`src/rtl/iob_wishbone2iob_pipe_pkg.sv`:
```
// Shared constants for the pipelined Wishbone-to-IOb bridge: FSM encodings and
// request FIFO entry geometry.
package iob_wishbone2iob_pipe_pkg;

  localparam logic [0:0] ST_IDLE = 1'b0;
  localparam logic [0:0] ST_REQ  = 1'b1;

  // Entry layout, MSB first: {address, wdata, wstrb, select}.
  function automatic int entry_width(input int addr_w, input int data_w);
    return addr_w + data_w + 2 * (data_w / 8);
  endfunction

endpackage

```
`src/rtl/iob_wishbone2iob_pipe_if.sv`:
```
// Bus bundles for the bridge: the Wishbone B4 pipelined side and the IOb side.
// Signal names keep the bridge's own port names so waveforms line up.
interface iob_wishbone2iob_pipe_wb_if #(
  parameter int ADDR_W = 32,
  parameter int DATA_W = 32
);
  logic [ADDR_W-1:0]   wb_addr_i;
  logic [DATA_W/8-1:0] wb_select_i;
  logic                wb_we_i;
  logic                wb_cyc_i;
  logic                wb_stb_i;
  logic [DATA_W-1:0]   wb_data_i;
  logic                wb_stall_o;
  logic                wb_ack_o;
  logic                wb_error_o;
  logic [DATA_W-1:0]   wb_data_o;

  modport master (
    output wb_addr_i, wb_select_i, wb_we_i, wb_cyc_i, wb_stb_i, wb_data_i,
    input  wb_stall_o, wb_ack_o, wb_error_o, wb_data_o
  );
  modport slave (
    input  wb_addr_i, wb_select_i, wb_we_i, wb_cyc_i, wb_stb_i, wb_data_i,
    output wb_stall_o, wb_ack_o, wb_error_o, wb_data_o
  );
endinterface

interface iob_wishbone2iob_pipe_iob_if #(
  parameter int ADDR_W = 32,
  parameter int DATA_W = 32
);
  logic                valid_o;
  logic [ADDR_W-1:0]   address_o;
  logic [DATA_W-1:0]   wdata_o;
  logic [DATA_W/8-1:0] wstrb_o;
  logic [DATA_W-1:0]   rdata_i;
  logic                ready_i;

  modport master (
    output valid_o, address_o, wdata_o, wstrb_o,
    input  rdata_i, ready_i
  );
  modport slave (
    input  valid_o, address_o, wdata_o, wstrb_o,
    output rdata_i, ready_i
  );
endinterface

```
`src/rtl/iob_wb2iob_req_fifo.sv`:
```
// Request FIFO for the bridge: register array with wrap-bit pointers and a flush
// that discards every entry not yet popped.
module iob_wb2iob_req_fifo #(
  parameter int W     = 8,
  parameter int DEPTH = 4
) (
  input  logic         clk_i,
  input  logic         arst_i,
  input  logic         push,
  input  logic         pop,
  input  logic         flush,
  input  logic [W-1:0] din,
  output logic [W-1:0] dout,
  output logic         full,
  output logic         empty
);
  localparam int PW = $clog2(DEPTH);

  logic [W-1:0] mem [DEPTH];
  logic [PW:0]  wr_ptr, rd_ptr, wr_ptr_nxt;
  logic         do_push;

  assign do_push    = push & ~full;
  assign wr_ptr_nxt = do_push ? wr_ptr + 1'b1 : wr_ptr;
  assign full       = (wr_ptr[PW] != rd_ptr[PW]) && (wr_ptr[PW-1:0] == rd_ptr[PW-1:0]);
  assign empty      = (wr_ptr == rd_ptr);
  assign dout       = mem[rd_ptr[PW-1:0]];

  // NOTE: state registers use non-blocking assignments so every always_ff reads
  // the pre-edge value of its neighbours regardless of evaluation order.
  always_ff @(posedge clk_i) begin
    if (arst_i) begin
      wr_ptr <= '0;
      rd_ptr <= '0;
    end else begin
      wr_ptr <= wr_ptr_nxt;
      if (flush)                rd_ptr <= wr_ptr_nxt;
      else if (pop && !empty)   rd_ptr <= rd_ptr + 1'b1;
    end
  end

  // NOTE: the storage array is deliberately not reset; the pointers alone define
  // which entries are meaningful, and leaving it out keeps it a plain RAM.
  always_ff @(posedge clk_i) begin
    if (do_push) mem[wr_ptr[PW-1:0]] <= din;
  end

endmodule

```
`src/rtl/iob_wishbone2iob_pipe.sv`:
```
// Pipelined Wishbone B4 slave to IOb master bridge: queues requests, issues them
// one at a time on IOb, returns in-order ack/error with a per-transfer timeout.
module iob_wishbone2iob_pipe
  import iob_wishbone2iob_pipe_pkg::*;
#(
  parameter int ADDR_W  = 32,
  parameter int DATA_W  = 32,
  parameter int DEPTH   = 4,
  parameter int TIMEOUT = 255
) (
  input logic                        clk_i,
  input logic                        arst_i,
  iob_wishbone2iob_pipe_wb_if.slave  wb,
  iob_wishbone2iob_pipe_iob_if.master iob
);
  localparam int SEL_W   = DATA_W / 8;
  localparam int ENTRY_W = entry_width(ADDR_W, DATA_W);
  localparam int CNT_W   = (TIMEOUT < 2) ? 1 : $clog2(TIMEOUT + 1);

  logic               push, pop, flush, fifo_full, fifo_empty;
  logic [ENTRY_W-1:0] push_entry, head_entry;
  logic [0:0]         state;
  logic [CNT_W-1:0]   timeout_cnt;
  logic               timeout_hit;
  logic               drop;
  logic [SEL_W-1:0]   cur_sel;
  logic [DATA_W-1:0]  sel_mask;

  // The pointers are registers, so a full FIFO stalls even if it pops this cycle.
  assign wb.wb_stall_o = fifo_full;
  assign push          = wb.wb_cyc_i & wb.wb_stb_i & ~fifo_full;
  assign flush         = ~wb.wb_cyc_i;
  assign pop           = (state == ST_IDLE) & ~fifo_empty & wb.wb_cyc_i;
  assign push_entry    = {wb.wb_addr_i, wb.wb_data_i,
                          (wb.wb_we_i ? wb.wb_select_i : {SEL_W{1'b0}}), wb.wb_select_i};
  assign timeout_hit   = (TIMEOUT != 0) && (timeout_cnt == CNT_W'(TIMEOUT - 1));

  // NOTE: every always_comb output gets a default first so no path leaves it
  // unassigned, which would otherwise infer a latch.
  always_comb begin
    sel_mask = '0;
    for (int i = 0; i < SEL_W; i++) sel_mask[8*i +: 8] = {8{cur_sel[i]}};
  end

  iob_wb2iob_req_fifo #(
    .W     (ENTRY_W),
    .DEPTH (DEPTH)
  ) u_req_fifo (
    .clk_i  (clk_i),
    .arst_i (arst_i),
    .push   (push),
    .pop    (pop),
    .flush  (flush),
    .din    (push_entry),
    .dout   (head_entry),
    .full   (fifo_full),
    .empty  (fifo_empty)
  );

  always_ff @(posedge clk_i) begin
    if (arst_i) begin
      state          <= ST_IDLE;
      iob.valid_o    <= 1'b0;
      iob.address_o  <= '0;
      iob.wdata_o    <= '0;
      iob.wstrb_o    <= '0;
      cur_sel        <= '0;
      timeout_cnt    <= '0;
      drop           <= 1'b0;
      wb.wb_ack_o    <= 1'b0;
      wb.wb_error_o  <= 1'b0;
      wb.wb_data_o   <= '0;
    end else begin
      wb.wb_ack_o   <= 1'b0;
      wb.wb_error_o <= 1'b0;
      case (state)
        ST_IDLE: begin
          if (pop) begin
            {iob.address_o, iob.wdata_o, iob.wstrb_o, cur_sel} <= head_entry;
            iob.valid_o <= 1'b1;
            timeout_cnt <= '0;
            state       <= ST_REQ;
          end
        end
        default: begin
          // A completion landing on the timeout cycle still counts as success.
          if (iob.ready_i) begin
            iob.valid_o  <= 1'b0;
            state        <= ST_IDLE;
            drop         <= 1'b0;
            wb.wb_ack_o  <= ~drop & wb.wb_cyc_i;
            wb.wb_data_o <= (iob.wstrb_o == '0) ? (iob.rdata_i & sel_mask) : '0;
          end else if (timeout_hit) begin
            iob.valid_o   <= 1'b0;
            state         <= ST_IDLE;
            drop          <= 1'b0;
            wb.wb_error_o <= ~drop & wb.wb_cyc_i;
          end else begin
            timeout_cnt <= timeout_cnt + 1'b1;
            // IOb cannot be cancelled: let it finish, but swallow its response.
            if (!wb.wb_cyc_i) drop <= 1'b1;
          end
        end
      endcase
    end
  end

endmodule

```
`src/flat_wrapper.sv`:
```
// flat-port wrapper written by rule: the top's interface ports become plain ports
module iob_wishbone2iob_pipe_flat import iob_wishbone2iob_pipe_pkg::*;
#(
  parameter int ADDR_W  = 32,
  parameter int DATA_W  = 32,
  parameter int DEPTH   = 4,
  parameter int TIMEOUT = 255
)
  (clk_i, arst_i, wb_wb_addr_i, wb_wb_select_i, wb_wb_we_i, wb_wb_cyc_i, wb_wb_stb_i, wb_wb_data_i, wb_wb_stall_o, wb_wb_ack_o, wb_wb_error_o, wb_wb_data_o, iob_valid_o, iob_address_o, iob_wdata_o, iob_wstrb_o, iob_rdata_i, iob_ready_i);
  iob_wishbone2iob_pipe_wb_if #(.ADDR_W(ADDR_W), .DATA_W(DATA_W)) wb_i ();
  iob_wishbone2iob_pipe_iob_if #(.ADDR_W(ADDR_W), .DATA_W(DATA_W)) iob_i ();
  input logic clk_i;
  input logic arst_i;
  input wire logic [$bits(wb_i.wb_addr_i)-1:0] wb_wb_addr_i;
  input wire logic [$bits(wb_i.wb_select_i)-1:0] wb_wb_select_i;
  input wire logic [$bits(wb_i.wb_we_i)-1:0] wb_wb_we_i;
  input wire logic [$bits(wb_i.wb_cyc_i)-1:0] wb_wb_cyc_i;
  input wire logic [$bits(wb_i.wb_stb_i)-1:0] wb_wb_stb_i;
  input wire logic [$bits(wb_i.wb_data_i)-1:0] wb_wb_data_i;
  output wire logic [$bits(wb_i.wb_stall_o)-1:0] wb_wb_stall_o;
  output wire logic [$bits(wb_i.wb_ack_o)-1:0] wb_wb_ack_o;
  output wire logic [$bits(wb_i.wb_error_o)-1:0] wb_wb_error_o;
  output wire logic [$bits(wb_i.wb_data_o)-1:0] wb_wb_data_o;
  output wire logic [$bits(iob_i.valid_o)-1:0] iob_valid_o;
  output wire logic [$bits(iob_i.address_o)-1:0] iob_address_o;
  output wire logic [$bits(iob_i.wdata_o)-1:0] iob_wdata_o;
  output wire logic [$bits(iob_i.wstrb_o)-1:0] iob_wstrb_o;
  input wire logic [$bits(iob_i.rdata_i)-1:0] iob_rdata_i;
  input wire logic [$bits(iob_i.ready_i)-1:0] iob_ready_i;
  assign wb_i.wb_addr_i = wb_wb_addr_i;
  assign wb_i.wb_select_i = wb_wb_select_i;
  assign wb_i.wb_we_i = wb_wb_we_i;
  assign wb_i.wb_cyc_i = wb_wb_cyc_i;
  assign wb_i.wb_stb_i = wb_wb_stb_i;
  assign wb_i.wb_data_i = wb_wb_data_i;
  assign wb_wb_stall_o = wb_i.wb_stall_o;
  assign wb_wb_ack_o = wb_i.wb_ack_o;
  assign wb_wb_error_o = wb_i.wb_error_o;
  assign wb_wb_data_o = wb_i.wb_data_o;
  assign iob_valid_o = iob_i.valid_o;
  assign iob_address_o = iob_i.address_o;
  assign iob_wdata_o = iob_i.wdata_o;
  assign iob_wstrb_o = iob_i.wstrb_o;
  assign iob_i.rdata_i = iob_rdata_i;
  assign iob_i.ready_i = iob_ready_i;
  iob_wishbone2iob_pipe #(.ADDR_W(ADDR_W), .DATA_W(DATA_W), .DEPTH(DEPTH), .TIMEOUT(TIMEOUT)) u_core (.clk_i(clk_i), .arst_i(arst_i), .wb(wb_i), .iob(iob_i));
endmodule
```
`config.mk`:
```
export PLATFORM = sky130hd
export DESIGN_NAME = iob_wishbone2iob_pipe_flat
export DESIGN_NICKNAME = d
export VERILOG_FILES = /design/src/rtl/iob_wishbone2iob_pipe_pkg.sv /design/src/rtl/iob_wishbone2iob_pipe_if.sv /design/src/rtl/iob_wb2iob_req_fifo.sv /design/src/rtl/iob_wishbone2iob_pipe.sv /design/src/flat_wrapper.sv
export SDC_FILE = /design/constraint.sdc
export NUM_CORES = 1
export LEC_CHECK = 0
export CAP_MARGIN = 10
export CORE_MARGIN = 1.5
export CORE_UTILIZATION = 54
export DETAILED_ROUTE_END_ITERATION = 6
export PLACE_DENSITY_LB_ADDON = 0.3
export REMOVE_ABC_BUFFERS = 1
export SLEW_MARGIN = 20
export SYNTH_ARGS = -nofsm -noshare
export SYNTH_HDL_FRONTEND = slang
export SYNTH_SLANG_ARGS = --single-unit
```
`constraint.sdc`:
```
create_clock -name clk_i -period 8.8 [get_ports clk_i]
set_input_delay 1.76 -clock clk_i [delete_from_list [all_inputs] [get_ports clk_i]]
set_output_delay 1.76 -clock clk_i [all_outputs]
set_load 0.03 [all_outputs]
```
Word-level counts from Yosys, hierarchy flattened
Memories as Yosys holds them, arrays and structs flattened. A register that Yosys moved wholly into a read port is not among the register bits.
Cells that the tools add are included.
Word-level totals
  register bits after elaboration: 51
  memory bits (writable): 288
  input port bits: 106
  output and inout bits: 104
  logic and storage cells: 69
  memories: 1
Memory list
  u_core.u_req_fifo.mem: words 4, width 72, rd ports 1, clocked after memory_dff 1, wr ports 1, RTL line iob_wb2iob_req_fifo.sv:19  | logic [W-1:0] mem [DEPTH];
Cells by class
  add/subtract/negate cells: 3
  equal/unequal tests: 9
  mux-type cells: 22
  bitwise logic cells: 13
  reductions and logical operators: 12
Operator list (number)
  $and A32 B32 Y32: 1
  $mux W32: 1
  $mux W8: 4
  $mux W1: 13
  $mux W3: 3
  $add A8 B1 Y8 const B: 1
  $eq A8 B8 Y1 const B: 1
  $reduce_and A2 Y1: 4
  $add A3 B1 Y3 const B: 2
  $and A1 B1 Y1: 6
  $not A1 Y1: 6
  $logic_not A4 Y1: 1
  $mux W4: 1
  $ne A2 B2 Y1 const B: 2
  $reduce_or A4 Y1: 1
  $eq A3 B3 Y1: 1
  $ne A3 B1 Y1 const B: 1
  $ne A3 B3 Y1 const B: 1
  $reduce_and A3 Y1: 1
  $reduce_or A3 Y1: 1
  $eq A2 B2 Y1: 1
  $logic_and A1 B1 Y1: 2
  $ne A2 B1 Y1 const B: 1
  $reduce_bool A2 Y1: 1
  2 further kinds: 2

Longest topological paths before layout
  depth after elaboration: 7
  depth in mapped cells: 7
  depth with buffers taken out: 6

By module
A second synthesis with hierarchy kept.
Second synthesis, totals
  cells, all modules: 905
  area, all modules: 15060.7 µm²
Modules (own cells, without submodules)
  iob_wb2iob_req_fifo: times used 1, cells an instance 436, area each 10860.4 µm², seq. area each 8808.4 µm²
  iob_wishbone2iob_pipe: times used 1, cells an instance 469, area each 4200.3 µm², seq. area each 2342.2 µm²

Worst setup path after synthesis
Ideal clock, no wire load.
  kind: input-to-reg
  start: in wb_wb_cyc_i
  end: mem u_core.u_req_fifo.mem[3][0] in the netlist's numbering (enable)
  setup time: 0.637 ns
  arrival: 7.590 ns
  setup slack: 0.573 ns
  stages on the path: 3
  path buffers: 1
  path through: buf_2 -> nand2_1 -> a311oi_1
Between the ends
  word-level cells in the longest chain between the ends: 5
RTL lines
  start, declared: RTL line flat_wrapper.sv:17  | input wire logic [$bits(wb_i.wb_cyc_i)-1:0] wb_wb_cyc_i;
  $and A1 B1 Y1 (2 in series): RTL line iob_wishbone2iob_pipe.sv:31  | assign push = wb.wb_cyc_i & wb.wb_stb_i & ~fifo_full;
  $and A1 B1 Y1: RTL line iob_wb2iob_req_fifo.sv:23  | assign do_push = push & ~full;
  $mux W1: RTL line iob_wb2iob_req_fifo.sv:45  | if (do_push) mem[wr_ptr[PW-1:0]] <= din;
  $mux W1 (not written as such): RTL line iob_wb2iob_req_fifo.sv:45
  end, declared: RTL line iob_wb2iob_req_fifo.sv:19
No other way between the ends.

Worst setup path in the final report
  start: reg u_core.u_req_fifo.rd_ptr[0]
  end: out wb_wb_stall_o
Between the ends
  word-level cells in the longest chain between the ends: 2
RTL lines
  start, declared: RTL line iob_wb2iob_req_fifo.sv:20  | logic [PW:0] wr_ptr, rd_ptr, wr_ptr_nxt;
  start signal, assigned: RTL line iob_wb2iob_req_fifo.sv:37  | if (flush) rd_ptr <= wr_ptr_nxt;
  start signal, assigned: RTL line iob_wb2iob_req_fifo.sv:38  | else if (pop && !empty) rd_ptr <= rd_ptr + 1'b1;
  $eq A2 B2 Y1: RTL line iob_wb2iob_req_fifo.sv:25  | assign full = (wr_ptr[PW] != rd_ptr[PW]) && (wr_ptr[PW-1:0] == rd_ptr[PW-1:0]);
  $logic_and A1 B1 Y1: RTL line iob_wb2iob_req_fifo.sv:25
  end, declared: RTL line flat_wrapper.sv:20  | output wire logic [$bits(wb_i.wb_stall_o)-1:0] wb_wb_stall_o;
No other way between the ends.

==> flow_summary.toml <==
[global_route]
grt_max_degree = 87
grt_usage = 0.208
antenna_found_initial = 2
grt_pass1_vias = 8123
grt_pass1_wl_um = 45400
overflow = 0

[final_layout]
nets = 1210
area_growth_pct = 24.4
drive_above_1_share = 0.136
fillers = 1785
stdcell_area_sq_um = 18600
final_util = 0.688

[synth]
syn_area_per_cell_sq_um = 16.8
async_flop_share = 0
synth_edf_count = 288
ys_seq_elements = 411
syn_area_sq_um = 14900
ys_top_cells_by_count = "edfxtp_1, nand2_1, dfxtp_1"
seq_area_frac_synth = 0.744
synth.top_cell.area_share = 0.579
synth_area_leaders = "edfxtp_1, dfxtp_1, mux4_2"
synth.most_common_cell = "edfxtp_1"
ys_dominant_reg_cell = "edfxtp_1"
synthCells = 888
synth_area_leader_cell = "edfxtp_1"
yosysUniqueCellTypes = 45
ys_warn_count = 0

[pwr]
irDropWorstVdd_mv = 0.192
power.leakage_nw = 6.07
p_per_area_nw_per_um2 = 234

[clocking]
cts_tree = "built"
cts_hold_buffers = 0
worstSkewPairLatency_ns = 0.53
htree_levels = 2
cts_buffer_depth = 3
cts.sinks = 411
clock-root-buffer = "clkbuf_16"
cts-resized-gates = 0
post_cts_buffers = 0
clkSlewWorstSetupHoldPaths_ns = 0.06
cts_buffers = 41

[timing]
fmax_mhz = 231
timing.final.crit_share = 0.492
fin_crit_ns = 4.33
skew_ns = 0.0130
tightest_slew_ns = 1.01
tns_ns = 0
holdWs_ns = 0.451
rsz0062_at_grt = "no"
final_hold_viol_count = 0
slew_viol_final = 0
finalSetupViolCount = 0
slew_headroom = 0.328

[place]
port-buffer-count = 209
dpl-instance-area_sq_um = 17300
gp_congestion = 0.816
dp_hpwl_um = 17400

[floorplan]
rows = 60
core_area_sq_um = 27000
io_pins = 210
die-area_sq_um = 28700
die-height_um = 169
initial_core_util = 0.553
die_w_um = 169

[route]
avgViaCountPerCell = 5.57
drtAntennaViolNets = 0
route.detailed.drc = 0
drt_iter0_drc = 779
drt_first_pass_iters = 5
totalWireLength_um = 29600
wl_per_cell_um = 20.1
vias = 8191

[status]
status = "completed"

[worst_setup_path]
worstSetupStartpoint = "u_core.u_req_fifo.rd_ptr[0]"
critical_path_class = "register to output port"
cp-end-kind = "output port"
rr_startpoint = "u_core.u_req_fifo.rd_ptr[0]"
critPathMaxFanout = 27
crit_required_ns = 7.04
cp.arrival_ns = 2.57
startpoint_type = "register"

[flow_run]
drv_cap = 0

[worst_hold_path]
hold_path.class = "register to register"
hp-start = "u_core.iob.address_o[17]"
==> critical path, cell delays in order (launching register included) <==
cell and delay (ns):
dfxtp_4 0.52, xnor2_1 0.57, nand2_1 0.14, nor2_1 0.13, clkdlybuf4s50_1 0.69
==> layout make-up <==
cell class | count | area (sq um) | share of cell area
timing repair buffer | 218 | 2160 | 0.116
inverter | 7 | 26.3 | 0.00141
clock buffer | 52 | 1100 | 0.0591
multi-input combinational | 418 | 3530 | 0.190
sequential | 411 | 11100 | 0.598
clock inverter | 23 | 218 | 0.0117
tap | 341 | 427 | 0.0230
antenna | 1 | 2.50 | 0.000135
==> state kept, by name, summed over array words and instances (netlist names) <==
| name | cells |
|---|---|
| u_core.u_req_fifo.mem | 288 |
| u_core.iob.address_o | 32 |
| u_core.iob.wdata_o | 32 |
| u_core.wb.wb_data_o | 32 |
| u_core.timeout_cnt | 8 |
| u_core.cur_sel | 4 |
| u_core.iob.wstrb_o | 4 |
| u_core.u_req_fifo.rd_ptr | 3 |
| u_core.u_req_fifo.wr_ptr | 3 |
| u_core.drop | 1 |
| u_core.iob.valid_o | 1 |
| u_core.state | 1 |
| u_core.wb.wb_ack_o | 1 |
| u_core.wb.wb_error_o | 1 |
==> where the power goes <==
| part | switching (mW) | internal, mW | leakage [nW] |
|---|---|---|---|
| Combinational | 0.265 | 0.212 | 1.80 |
| Clock | 0.692 | 1.00 | 0.648 |
| Sequential | 0.0418 | 2.14 | 3.62 |
==> worst paths after layout <==
| check | slack, ns | end | cells past startpoint |
|---|---|---|---|
| worst max register to register | 5.52 | u_core.u_req_fifo.mem[2][28] | 4 |
| worst max-delay path | 4.47 | wb_wb_stall_o | 4 |
| worst min register to register | 0.45 | u_core.iob.address_o[17] | 2 |
| worst min-delay path | 0.45 | u_core.iob.address_o[17] | 2 |
==> cell families after synthesis <==
| kind of cell | count (synthesis) | share of synthesized area |
|---|---|---|
| flops | 411 | 0.744 |
| buf+inv | 59 | 0.0219 |
| mux | 74 | 0.110 |
| compound gates | 127 | 0.0543 |
| simple gates | 199 | 0.0576 |
| fa+ha+maj | 7 | 0.00586 |
| xor+xnor | 11 | 0.00695 |
==> placed cells by master, fill, tap and decap left out, types with 3 or more instances in the layout <==
| master | instances |
|---|---|
| xnor2_1 | 7 |
| inv_1 | 7 |
| and2_1 | 9 |
| clkinv_1 | 7 |
| clkinv_2 | 8 |
| clkbuf_16 | 41 |
| bufinv_16 | 4 |
| ha_1 | 7 |
| xor2_1 | 3 |
| clkbuf_8 | 3 |
| clkbuf_1 | 8 |
| a31oi_1 | 4 |
| edfxtp_1 | 288 |
| clkdlybuf4s50_1 | 208 |
| nor2_1 | 12 |
| a22o_1 | 32 |
| buf_4 | 10 |
| nand2_1 | 148 |
| nand3_1 | 3 |
| nand2b_1 | 3 |
| and2_4 | 3 |
| nor2b_1 | 3 |
| nor3_1 | 4 |
| mux4_2 | 72 |
| dfxtp_1 | 121 |
| a21oi_1 | 76 |
==> metrics by stage <==
stage	instances	power (mW)	worst slack, ns
6_report	1471	4.36	4.47
5_1_grt	1470	4.51	4.33
4_1_cts	1470	4.40	4.44
3_5_place_dp	1395	2.71	4.04
3_3_place_gp	1395	2.70	4.07
2_1_floorplan	836	2.50	-1.58
==> metal layers <==
metal	part of all wire	up-vias	wire length (um)	GRT usage
met2	0.48	252	14200	0.336
met1	0.43	4088	12800	0.290
met4	0.020	2	596	0.0596
met3	0.067	49	1990	0.0438
li1	-	3800	-	-
met5	0.00057	-	17	0
No activity file was read; power rests on OpenSTA's default activity.
